===== config.mk =====
export PLATFORM = sky130hd
export DESIGN_NAME = tt_um_fan_ctrl
export DESIGN_NICKNAME = d
export VERILOG_FILES = /design/src/rtl/tt_um_fan_ctrl.sv
export SDC_FILE = /design/constraint.sdc
export NUM_CORES = 1
export LEC_CHECK = 0
export CAP_MARGIN = 20
export CORE_UTILIZATION = 58
export DETAILED_ROUTE_END_ITERATION = 8
export PLACE_DENSITY = 0.86
export RECOVER_POWER = 25
export SKIP_LAST_GASP = 1
export SYNTH_ARGS = -nofsm -noshare
export SYNTH_HDL_FRONTEND = slang
export SYNTH_SLANG_ARGS = --single-unit

===== constraint.sdc =====
create_clock -name clk -period 3.9 [get_ports clk]
set_input_delay 0.78 -clock clk [delete_from_list [all_inputs] [get_ports clk]]
set_output_delay 0.78 -clock clk [all_outputs]
set_load 0.01 [all_outputs]

===== src/rtl/tt_um_fan_ctrl.sv =====
// Fan controller: low-rate PI regulator on a 4-bit ADC/setpoint pair.
// It drives a PWM fan pin and a hex 7-segment digit from the saturated output u.
module tt_um_fan_ctrl #(
    parameter int CLK_FREQ  = 1000000,
    parameter int PID_FREQ  = 5,
    parameter int KP        = 8,
    parameter int KI        = 2,
    parameter int FRAC_BITS = 4,
    parameter int PWM_DIV   = 2
) (
    input  logic       clk,
    input  logic       rst_n,
    input  logic       ena,
    input  logic [7:0] ui_in,
    input  logic [7:0] uio_in,
    output logic [7:0] uo_out,
    output logic [7:0] uio_out,
    output logic [7:0] uio_oe
);

    localparam int PID_DIV = CLK_FREQ / PID_FREQ - 1;
    localparam int DIV_W   = $clog2(PID_DIV + 1);
    localparam int PRE_W   = (PWM_DIV > 1) ? $clog2(PWM_DIV) : 1;
    localparam logic signed [11:0] KP_S  = 12'(KP);
    localparam logic signed [11:0] KI_S  = 12'(KI);
    localparam logic signed [11:0] I_MAX = 12'(15 << FRAC_BITS);

    logic [DIV_W-1:0]   div_q;
    logic               tick;
    logic [2:0]         vld_pipe;
    logic [3:0]         adc_q, set_q;
    logic signed [11:0] p_q, inext_q, integ_q, sum_q;
    logic [3:0]         u_q;
    logic [PRE_W-1:0]   pre_q;
    logic [3:0]         cnt_q;

    logic signed [4:0]  e;
    logic signed [11:0] e12, p_d, inext_d, iclamp, sum_d, sh;
    logic [3:0]         u_d;
    logic [6:0]         seg;
    logic               unused;

    assign unused = &{1'b0, ena, uio_in};
    assign tick   = (div_q == DIV_W'(PID_DIV));

    // Datapath: e from the sampled pair, then P/I terms, anti-windup clamp, output clamp.
    always_comb begin
        e       = 5'({1'b0, set_q}) - 5'({1'b0, adc_q});
        e12     = {{7{e[4]}}, e};
        p_d     = KP_S * e12;
        inext_d = integ_q + KI_S * e12;
        iclamp  = inext_q;
        if (inext_q < 12'sd0)
            iclamp = 12'sd0;
        else if (inext_q > I_MAX)
            iclamp = I_MAX;
        sum_d = p_q + iclamp;
        sh    = sum_q >>> FRAC_BITS;
        u_d   = sh[3:0];
        if (sh < 12'sd0)
            u_d = 4'd0;
        else if (sh > 12'sd15)
            u_d = 4'd15;
    end

    always_ff @(posedge clk or negedge rst_n) begin
        if (!rst_n) begin
            div_q    <= '0;
            vld_pipe <= '0;
            adc_q    <= '0;
            set_q    <= '0;
            p_q      <= '0;
            inext_q  <= '0;
            integ_q  <= '0;
            sum_q    <= '0;
            u_q      <= '0;
            pre_q    <= '0;
            cnt_q    <= '0;
        end else begin
            div_q    <= tick ? '0 : div_q + 1'b1;
            vld_pipe <= {vld_pipe[1:0], tick};
            if (tick) begin
                adc_q <= ui_in[3:0];
                set_q <= ui_in[7:4];
            end
            if (vld_pipe[0]) begin
                p_q     <= p_d;
                inext_q <= inext_d;
            end
            if (vld_pipe[1]) begin
                integ_q <= iclamp;
                sum_q   <= sum_d;
            end
            if (vld_pipe[2])
                u_q <= u_d;
            if (pre_q == PRE_W'(PWM_DIV - 1)) begin
                pre_q <= '0;
                cnt_q <= cnt_q + 1'b1;
            end else begin
                pre_q <= pre_q + 1'b1;
            end
        end
    end

    always_comb begin
        seg = 7'h3F;
        case (u_q)
            4'h0: seg = 7'h3F;
            4'h1: seg = 7'h06;
            4'h2: seg = 7'h5B;
            4'h3: seg = 7'h4F;
            4'h4: seg = 7'h66;
            4'h5: seg = 7'h6D;
            4'h6: seg = 7'h7D;
            4'h7: seg = 7'h07;
            4'h8: seg = 7'h7F;
            4'h9: seg = 7'h6F;
            4'hA: seg = 7'h77;
            4'hB: seg = 7'h7C;
            4'hC: seg = 7'h39;
            4'hD: seg = 7'h5E;
            4'hE: seg = 7'h79;
            4'hF: seg = 7'h71;
            default: seg = 7'h3F;
        endcase
    end

    // PWM compares against the live u, so a new output takes effect mid-period.
    assign uo_out  = {(cnt_q < u_q), seg};
    assign uio_out = {4'b0000, u_q};
    assign uio_oe  = 8'h1F;

endmodule


==> results of run 1 <==
==> area by class of cell <==
cell class | count | area, um^2 | area share, %
Clock buffer | 10 | 138 | 2.83
Clock inverter | 6 | 113 | 2.32
Inverter | 34 | 128 | 2.63
Multi-Input combinational cell | 322 | 2270 | 46.8
Sequential cell | 74 | 1850 | 38.1
Tap cell | 99 | 124 | 2.55
Timing Repair Buffer | 25 | 230 | 4.74
==> worst max-delay path by stage <==
stage	endpoint	start	slack (ps)	cells past startpoint
floorplan	inext_q[11]	set_q[0]	980	12
global placement	sum_q[11]	inext_q[0]	960	9
detailed placement	sum_q[11]	inext_q[0]	820	9
CTS	uo_out[3]	u_q[1]	760	6
global route	sum_q[11]	inext_q[0]	610	9
finish	sum_q[11]	inext_q[0]	750	9
==> logic make-up (layout without fill, tap and decap cells) <==
logic type	Yosys count	in the layout	share of synthesized area, %
compound gates	96	96	14.4
xor+xnor	24	24	4.84
fa+ha+maj	36	36	10.9
buf+inv	58	75	6.16
flops	74	74	42.6
mux	20	20	5.38
other cells	2	15	0.173
simple gates	131	131	15.6
==> synth_stat cells, drive strengths merged (2+ instances only) <==
library cell | n | area share, %
nand4 | 4 | 0.58
mux2i | 2 | 0.46
nor3b | 3 | 0.63
o2111ai | 4 | 0.81
nand2 | 26 | 2.2
dfrtp | 74 | 43
xnor2 | 13 | 2.6
o211ai | 5 | 0.86
or4 | 3 | 0.60
conb | 2 | 0.17
o21a | 9 | 1.6
buf | 14 | 2.4
ha | 33 | 9.5
o21ai | 24 | 2.8
a21o | 7 | 1.2
nor4 | 2 | 0.29
o31ai | 4 | 0.69
clkbuf | 10 | 0.86
nor2b | 7 | 1.0
or3 | 5 | 0.72
and3 | 5 | 0.72
nand3 | 15 | 1.7
a211oi | 5 | 0.98
or2 | 2 | 0.29
fa | 3 | 1.4
nand3b | 3 | 0.52
a31oi | 2 | 0.29
nor2 | 33 | 2.9
a22oi | 2 | 0.35
and4 | 3 | 0.60
a21oi | 24 | 2.8
nor3 | 15 | 1.7
mux2 | 17 | 4.4
a211o | 2 | 0.40
inv | 34 | 2.9
xor2 | 11 | 2.2
==> power breakdown <==
part	switching (mW)	total (mW)	internal (mW)
combinational	0.0248	0.0350	0.0102
clock	0.299	0.743	0.444
sequential	0.000205	0.767	0.767
total	0.324	1.55	1.22
==> registers in the layout, indices dropped and copies added (netlist names) <==
register	count
div_q	18
u_q	4
integ_q	8
pre_q	1
vld_pipe	3
p_q	5
inext_q	12
sum_q	11
set_q	4
adc_q	4
cnt_q	4
==> through the flow <==
step / setup slack, ps / total power [mW] / hold slack (ps) / util [%] / std cells
final: 754 / 1.55 / 482 / 67.0 / 570
after floorplan: 984 / 0.802 / 352 / - / 454
after global routing: 609 / 1.59 / 502 / 67.0 / 570
after global placement: 959 / 0.817 / 463 / 63.6 / 554
after detailed placement: 822 / 0.818 / 472 / 63.6 / 554
after CTS: 757 / 1.56 / 409 / 67.1 / 570
==> worst max-delay path, stage by stage, from the launching register on <==
cell and delay, ps:
dfrtp_1 400, or4_4 550, a211oi_1 630, nand3_1 190
fa_1 440, nor2b_1 130, o21a_1 160, o21ai_0 170
a211o_1 310, o211ai_1 70
==> layer usage <==
layer | track usage [%] | vias to the layer above
met1 | 29.4 | 1543
met3 | 3.82 | 18
met5 | 0 | -
met2 | 41.3 | 69
met4 | 11.1 | 0
li1 | - | 1581
==> impl_metrics.yaml, run 1 <==
run_status:
  outcome: "completed"
floorplan:
  die_h_um: 88.6
  core-area_um2: 7250
  die_x_um: 88.6
  start_util_pct: 59.9
  fp.dieArea_um2: 7840
  fp-row-count: 31
  ioPinCount: 43
layout:
  nets: 521
  syn2layout_area_growth_pct: 11.8
  stdcell_area_um2: 4860
  nFillCells: 556
  antennaDiodeCount: 0
  layout_commonest_cell: "dfrtp_1"
  drive_gt1_share_pct: 8.28
  final_cell_mix: "dfrtp_1, inv_1, nor2_1, ha_1, nand2_1"
worst_setup_path:
  path_class: "flop to flop"
  ff2ff_setup_slack_ps: 750
  worstPathMaxFanout: 5
  crit_path_start_kind: "flop"
  crit_required_ps: 4190
  timing.rr.start: "inext_q[0]"
  rr_endpoint: "sum_q[11]"
  endpoint_kind: "flop"
  worstRegToRegCells: 9
  cp.arrival_ps: 3430
clock_tree:
  cts_tree: "yes"
  numCtsBuffers: 9
  clock_latency_ps: 360
  cts_setup_buffers: 0
  cts_resized: 0
  clockRootBuffer: "clkbuf_8"
  htree_levels: 3
  cts_hold_buf: 0
  cts_max_path_buffers: 2
  clock_sinks: 74
  cts.reportedPaths.clkPinSlew_ps: 80
sta:
  rsz0062_at_grt: "no"
  finalSetupViolCount: 0
  relSlewSlack_pct: 11.1
  fmax_mhz: 318
  worst_slew_pin_slew_ps: 1330
  setup_tns_ps: 0
  finClkSkew_ps: 9.15
  fin_crit_ps: 3150
  min_period_over_period_pct: 80.7
  slew_violations: 0
  hold_viol: 0
logic_synthesis:
  async_flop_share_pct: 100
  syn-instance-count: 441
  synth-edff-count: 0
  synth_cell_types: 56
  synth_ff_type: "dfrtp_1"
  syn_avg_cell_area_um2: 9.85
  netlist_area_um2: 4350
  seq_area_frac_synth_pct: 42.6
  synth_seq_cells: 74
  synth-warning-count: 0
route:
  antenna_left: 0
  dr_wl_met3_um: 250
  via_count: 3211
  wl_met1_mm: 3.62
  wl_met2_mm: 4.09
  dr.pass1.iters: 4
  drc: 0
  wl_mm: 8.13
  viasPerCell: 5.63
  routed.top_layer: "met4"
  dr.first_iter.drc_count: 238
  avgRoutedWirePerCell_um: 14.3
placement:
  place_area_um2: 4610
  dp_hpwl_mm: 5.73
  place.gp.congestion: 0.883
  portBuffers: 21
grt:
  grt.total_usage_pct: 23.9
  grt_max_degree: 50
  grt_first_pass_wirelength_mm: 14.2
  gr-total-overflow: 0
  antenna_found_initial: 0
  grt_pass1_vias: 3154
flow_run:
  cap_viol_max_count: 0
pwr:
  ir_drop_mv: 0.222
  powerDensity_nw_per_um2: 318
  p_leak_nw: 2.31
hold_path:
  holdCritPathClass: "flop to flop"
  min_to: "cnt_q[3]"
  hold_start: "cnt_q[3]"
  whs_path_depth: 1
Power figures use the tool's default switching activity.
==> run 2, diff against run 1 <==
==> constraint.sdc (replaced) <==
create_clock -name clk -period 2.9 [get_ports clk]
set_input_delay 0.58 -clock clk [delete_from_list [all_inputs] [get_ports clk]]
set_output_delay 0.58 -clock clk [all_outputs]
set_load 0.01 [all_outputs]
==> impl_metrics.yaml, run 2 (same netlist as run 1, synthesis figures left out) <==
placement:
  dp_hpwl_mm: 5.93
  portBuffers: 21
  place_area_um2: 4650
  dp.cells: 557
  place.gp.congestion: 0.929
clock_tree:
  numCtsBuffers: 9
  cts_hold_buf: 0
  clock_sinks: 74
  clockRootBuffer: "clkbuf_8"
  cts_tree: "yes"
  htree_levels: 3
  clock_latency_ps: 350
  cts_max_path_buffers: 2
  cts.reportedPaths.clkPinSlew_ps: 80
worst_setup_path:
  path_class: "flop to flop"
  endpoint_kind: "flop"
  crit_required_ps: 3110
  worstPathMaxFanout: 5
  crit_path_start_kind: "flop"
  cp.arrival_ps: 3000
route:
  dr.first_iter.drc_count: 183
  avgRoutedWirePerCell_um: 15.0
  viasPerCell: 5.76
  drc: 0
  via_count: 3320
  wl_mm: 8.64
  dr.pass1.iters: 4
  antenna_left: 0
layout:
  largest-register: "div_q"
  finalNonFillerCells: 576
  top_regs: "div_q (18), inext_q (12), sum_q (11)"
  syn2layout_area_growth_pct: 14.2
  layout_commonest_cell: "dfrtp_1"
  drive_gt1_share_pct: 11.7
  nFillCells: 528
  antennaDiodeCount: 0
  stdcell_area_um2: 4960
  final_cell_mix: "dfrtp_1, inv_1, nor2_1, ha_1, nand2_1"
  largest_reg_flops: 18
  nets: 528
sta:
  relSlewSlack_pct: 13.4
  finClkSkew_ps: 10.9
  fin_crit_ps: 2790
  fin_hold_ws_ps: 480
  finalSetupViolCount: 0
  slew_violations: 0
  worst_slew_pin_slew_ps: 1300
  min_period_over_period_pct: 96.2
  fmax_mhz: 359
  hold_viol: 0
grt:
  antenna_found_initial: 0
  grt_max_degree: 51
  gr-total-overflow: 0
  grt_pass1_vias: 3403
  grt.total_usage_pct: 25.3
  grt_first_pass_wirelength_mm: 15.2
floorplan:
  start_util_pct: 59.9
  fp-row-count: 31
  fp.dieArea_um2: 7840
  die_x_um: 88.6
  core-area_um2: 7250
  ioPinCount: 43
  die_h_um: 88.6
pwr:
  p_leak_nw: 2.34
  powerDensity_nw_per_um2: 410
  ir_drop_mv: 0.282
flow_run:
  cap_viol_max_count: 0
run_status:
  outcome: "completed"
hold_path:
  holdCritPathClass: "flop to flop"
-- run 2: cell count changes in the layout (fill, tap and decap cells not counted), moves of 3 or more --
cell	previous run	this run
a21oi_1	24	20
a21oi_2	0	3
buf_4	3	8
ha_1	33	29
-- run 2: worst paths after layout --
check | start | endpoint | slack (ps) | depth (start not counted)
worst max-delay path | set_q[0] | inext_q[11] | 110 | 13
worst min-delay path | sum_q[7] | sum_q[7] | 480 | 1
worst max register to register | set_q[0] | inext_q[11] | 110 | 13
worst min register to register | sum_q[7] | sum_q[7] | 480 | 1
max in group asynchronous | rst_n | sum_q[11] | 570 | 2
min in group asynchronous | rst_n | set_q[1] | 490 | 1
-- run 2: cell type report --
type	count	area [um^2]	share of cell area (%)
multi-input cells	322	2330	47.0
clock inverters	6	116	2.34
inverters	34	128	2.57
repair buffers	32	284	5.72
well taps	99	124	2.50
clock buffers	9	124	2.50
flip-flops and latches	74	1850	37.3
-- run 2: metal layers --
layer  track usage, %  routed length [um]
met1             29.6                3720
met2             44.5                4390
met3             4.94                 297
met4             12.0                 235
met5                0                   0
-- run 2: timing repair --
action,4_1_cts,5_1_grt
pin swaps,0,2
endpoints found under the setup margin,3,10
resized for setup,2,13
buffers inserted,2,2
-- run 2: report_power, final --
group / leakage, nW / internal, mW / switching, mW
combinational: 1.23 / 0.0133 / 0.0328
sequential: 0.983 / 1.03 / 0.000319
clock: 0.119 / 0.571 / 0.385
total: 2.34 / 1.62 / 0.418
-- run 2: through the flow --
stage | worst slack, ps | power, mW | util (%) | TNS (ps)
floorplan | 191 | 1.08 | - | 0
global placement | 176 | 1.10 | 64.1 | 0
detailed placement | 98.3 | 1.10 | 64.1 | 0
CTS | 52.4 | 2.05 | 67.8 | 0
global route | -24.4 | 2.09 | 68.4 | -66.0
finish | 111 | 2.03 | 68.4 | 0
-- run 2: critical path, cell delays in order (launching register included) --
cell and delay, ps:
dfrtp_1 370, inv_1 70, ha_1 140, inv_1 70, fa_2 350, a21o_1 200
a21oi_4 220, buf_4 170, ha_4 190, a21o_1 180, or3_1 350, a21oi_2 130
or4_1 120, nand3_1 70
==> run 3, diff against run 2 <==
--- a/config.mk
+++ b/config.mk
@@ -8,8 +8,10 @@
 export CAP_MARGIN = 20
 export CORE_UTILIZATION = 58
 export DETAILED_ROUTE_END_ITERATION = 8
+export HOLD_SLACK_MARGIN = 0.1
 export PLACE_DENSITY = 0.86
 export RECOVER_POWER = 25
+export SETUP_SLACK_MARGIN = 0.3
 export SKIP_LAST_GASP = 1
 export SYNTH_ARGS = -nofsm -noshare
 export SYNTH_HDL_FRONTEND = slang
==> impl_metrics.yaml, run 3 (same netlist as run 1, synthesis figures left out) <==
grt:
  antenna_found_initial: 0
  gr-total-overflow: 0
  grt_first_pass_wirelength_mm: 14.8
  grt.total_usage_pct: 24.5
  grt_pass1_vias: 3247
  grt_max_degree: 75
pwr:
  p_leak_nw: 2.43
  powerDensity_nw_per_um2: 380
  ir_drop_mv: 0.325
  total_power_mw: 1.98
layout:
  largest-register: "div_q"
  final_cell_mix: "dfrtp_1, nor2_1, inv_1, nand2_1, ha_1"
  final_core_util_pct: 71.8
  largest_reg_flops: 18
  antennaDiodeCount: 0
  drive_gt1_share_pct: 20.0
  nets: 536
  syn2layout_area_growth_pct: 19.9
  layout_commonest_cell: "dfrtp_1"
  top_regs: "div_q (18), inext_q (12), sum_q (11)"
worst_setup_path:
  worstPathMaxFanout: 5
  endpoint_kind: "flop"
  ff2ff_setup_slack_ps: 160
  cp.arrival_ps: 2960
  rr_endpoint: "inext_q[11]"
  timing.rr.start: "set_q[0]"
  worstRegToRegCells: 13
  crit_required_ps: 3110
  path_class: "flop to flop"
  crit_path_start_kind: "flop"
route:
  via_count: 3406
  drc: 0
  dr.pass1.iters: 4
  routed.top_layer: "met4"
  dr.first_iter.drc_count: 318
  wl_met2_mm: 4.98
  antenna_left: 0
  avgRoutedWirePerCell_um: 16.2
  wl_met1_mm: 3.98
  viasPerCell: 5.82
  wl_mm: 9.46
  dr_wl_met3_um: 304
floorplan:
  fp.dieArea_um2: 7840
  start_util_pct: 59.9
  ioPinCount: 43
  die_x_um: 88.6
  fp-row-count: 31
  die_h_um: 88.6
  core-area_um2: 7250
sta:
  hold_viol: 0
  finalSetupViolCount: 0
  fmax_mhz: 365
  relSlewSlack_pct: -19.7
  rsz0062_at_grt: "yes"
  fin_crit_ps: 2740
  min_period_over_period_pct: 94.6
  worst_slew_pin_slew_ps: 1790
  slew_violations: 75
  setup_tns_ps: 0
  finClkSkew_ps: 9.54
run_status:
  violations: "max-capacitance violations, max-slew violations"
  outcome: "complete, but fails checks"
clock_tree:
  htree_levels: 3
  clock_latency_ps: 350
  clock_sinks: 74
  cts.reportedPaths.clkPinSlew_ps: 80
  cts_tree: "yes"
  cts_hold_buf: 0
  cts_max_path_buffers: 2
  numCtsBuffers: 9
  clockRootBuffer: "clkbuf_8"
hold_path:
  hold_start: "sum_q[7]"
  whs_path_depth: 1
  holdCritPathClass: "flop to flop"
  min_to: "sum_q[7]"
placement:
  place.gp.congestion: 0.926
  portBuffers: 21
  dp_hpwl_mm: 5.93
flow_run:
  cap_viol_max_count: 1
[run 3: cell types whose count changed in the layout (fill, tap and decap cells not counted), sizes merged]
| cell | previous run | this run |
|---|---|---|
| bufinv | 3 | 2 |
| clkdlybuf4s50 | 20 | 14 |
| buf | 9 | 19 |
| dlygate4sd2 | 0 | 5 |
| clkinvlp | 0 | 1 |
| clkinv | 3 | 2 |
| dlymetal6s2s | 0 | 1 |
[run 3: how the worst max path moves through the flow]
stage | end | slack, ps | from | cells past startpoint
after floorplan | inext_q[11] | 260 | set_q[0] | 12
after global placement | inext_q[9] | 220 | set_q[0] | 11
after detailed placement | inext_q[10] | 150 | set_q[0] | 12
after CTS | inext_q[11] | 250 | set_q[0] | 13
after global routing | inext_q[11] | 100 | set_q[0] | 13
final | inext_q[11] | 160 | set_q[0] | 13
[run 3: power by group]
part | switching, mW | total, mW | internal [mW] | leakage [nW]
clock | 0.392 | 0.897 | 0.506 | 0.109
combinational | 0.0341 | 0.0477 | 0.0136 | 1.34
sequential | 0.000378 | 1.03 | 1.03 | 0.980
[run 3: per-stage QoR]
stage | area [um^2] | instances | worst slack [ps] | hold WS (ps)
2_1_floorplan | 4410 | 454 | 263 | 284
3_3_place_gp | 4660 | 557 | 223 | 459
3_5_place_dp | 4660 | 557 | 151 | 466
4_1_cts | 5000 | 577 | 249 | 277
5_1_grt | 5210 | 585 | 96.8 | 495
6_report | 5210 | 585 | 157 | 481
[run 3: worst max-delay path, stage by stage (launching register included)]
cell	delay (ps)
dfrtp_1	380
inv_2	70
ha_4	130
inv_2	40
fa_2	370
a21o_1	200
a21oi_4	140
buf_12	140
ha_4	200
a21o_1	190
or3_4	340
a21oi_4	140
or4_4	160
nand3_2	90
[run 3: repair_timing]
item                       4_1_cts  5_1_grt
pin swaps                        5       15
setup endpoints to repair       14       12
setup buffers                    4        8
resized for setup               25       34
[run 3: per-layer routing]
| metal | GRT usage, % | vias to the layer above |
|---|---|---|
| met2 | 42.8 | 91 |
| met4 | 8.50 | 0 |
| li1 | - | 1615 |
| met1 | 31.0 | 1682 |
| met3 | 3.82 | 18 |
| met5 | 0 | - |
[run 3: cell type report]
type	instances	area (um^2)
multi-input combinational	322	2530
fill	517	2040
sequential	74	1850
timing repair buffer	40	358
inverter	34	128
tap	99	124
clock buffer	11	141
clock inverter	5	77.6
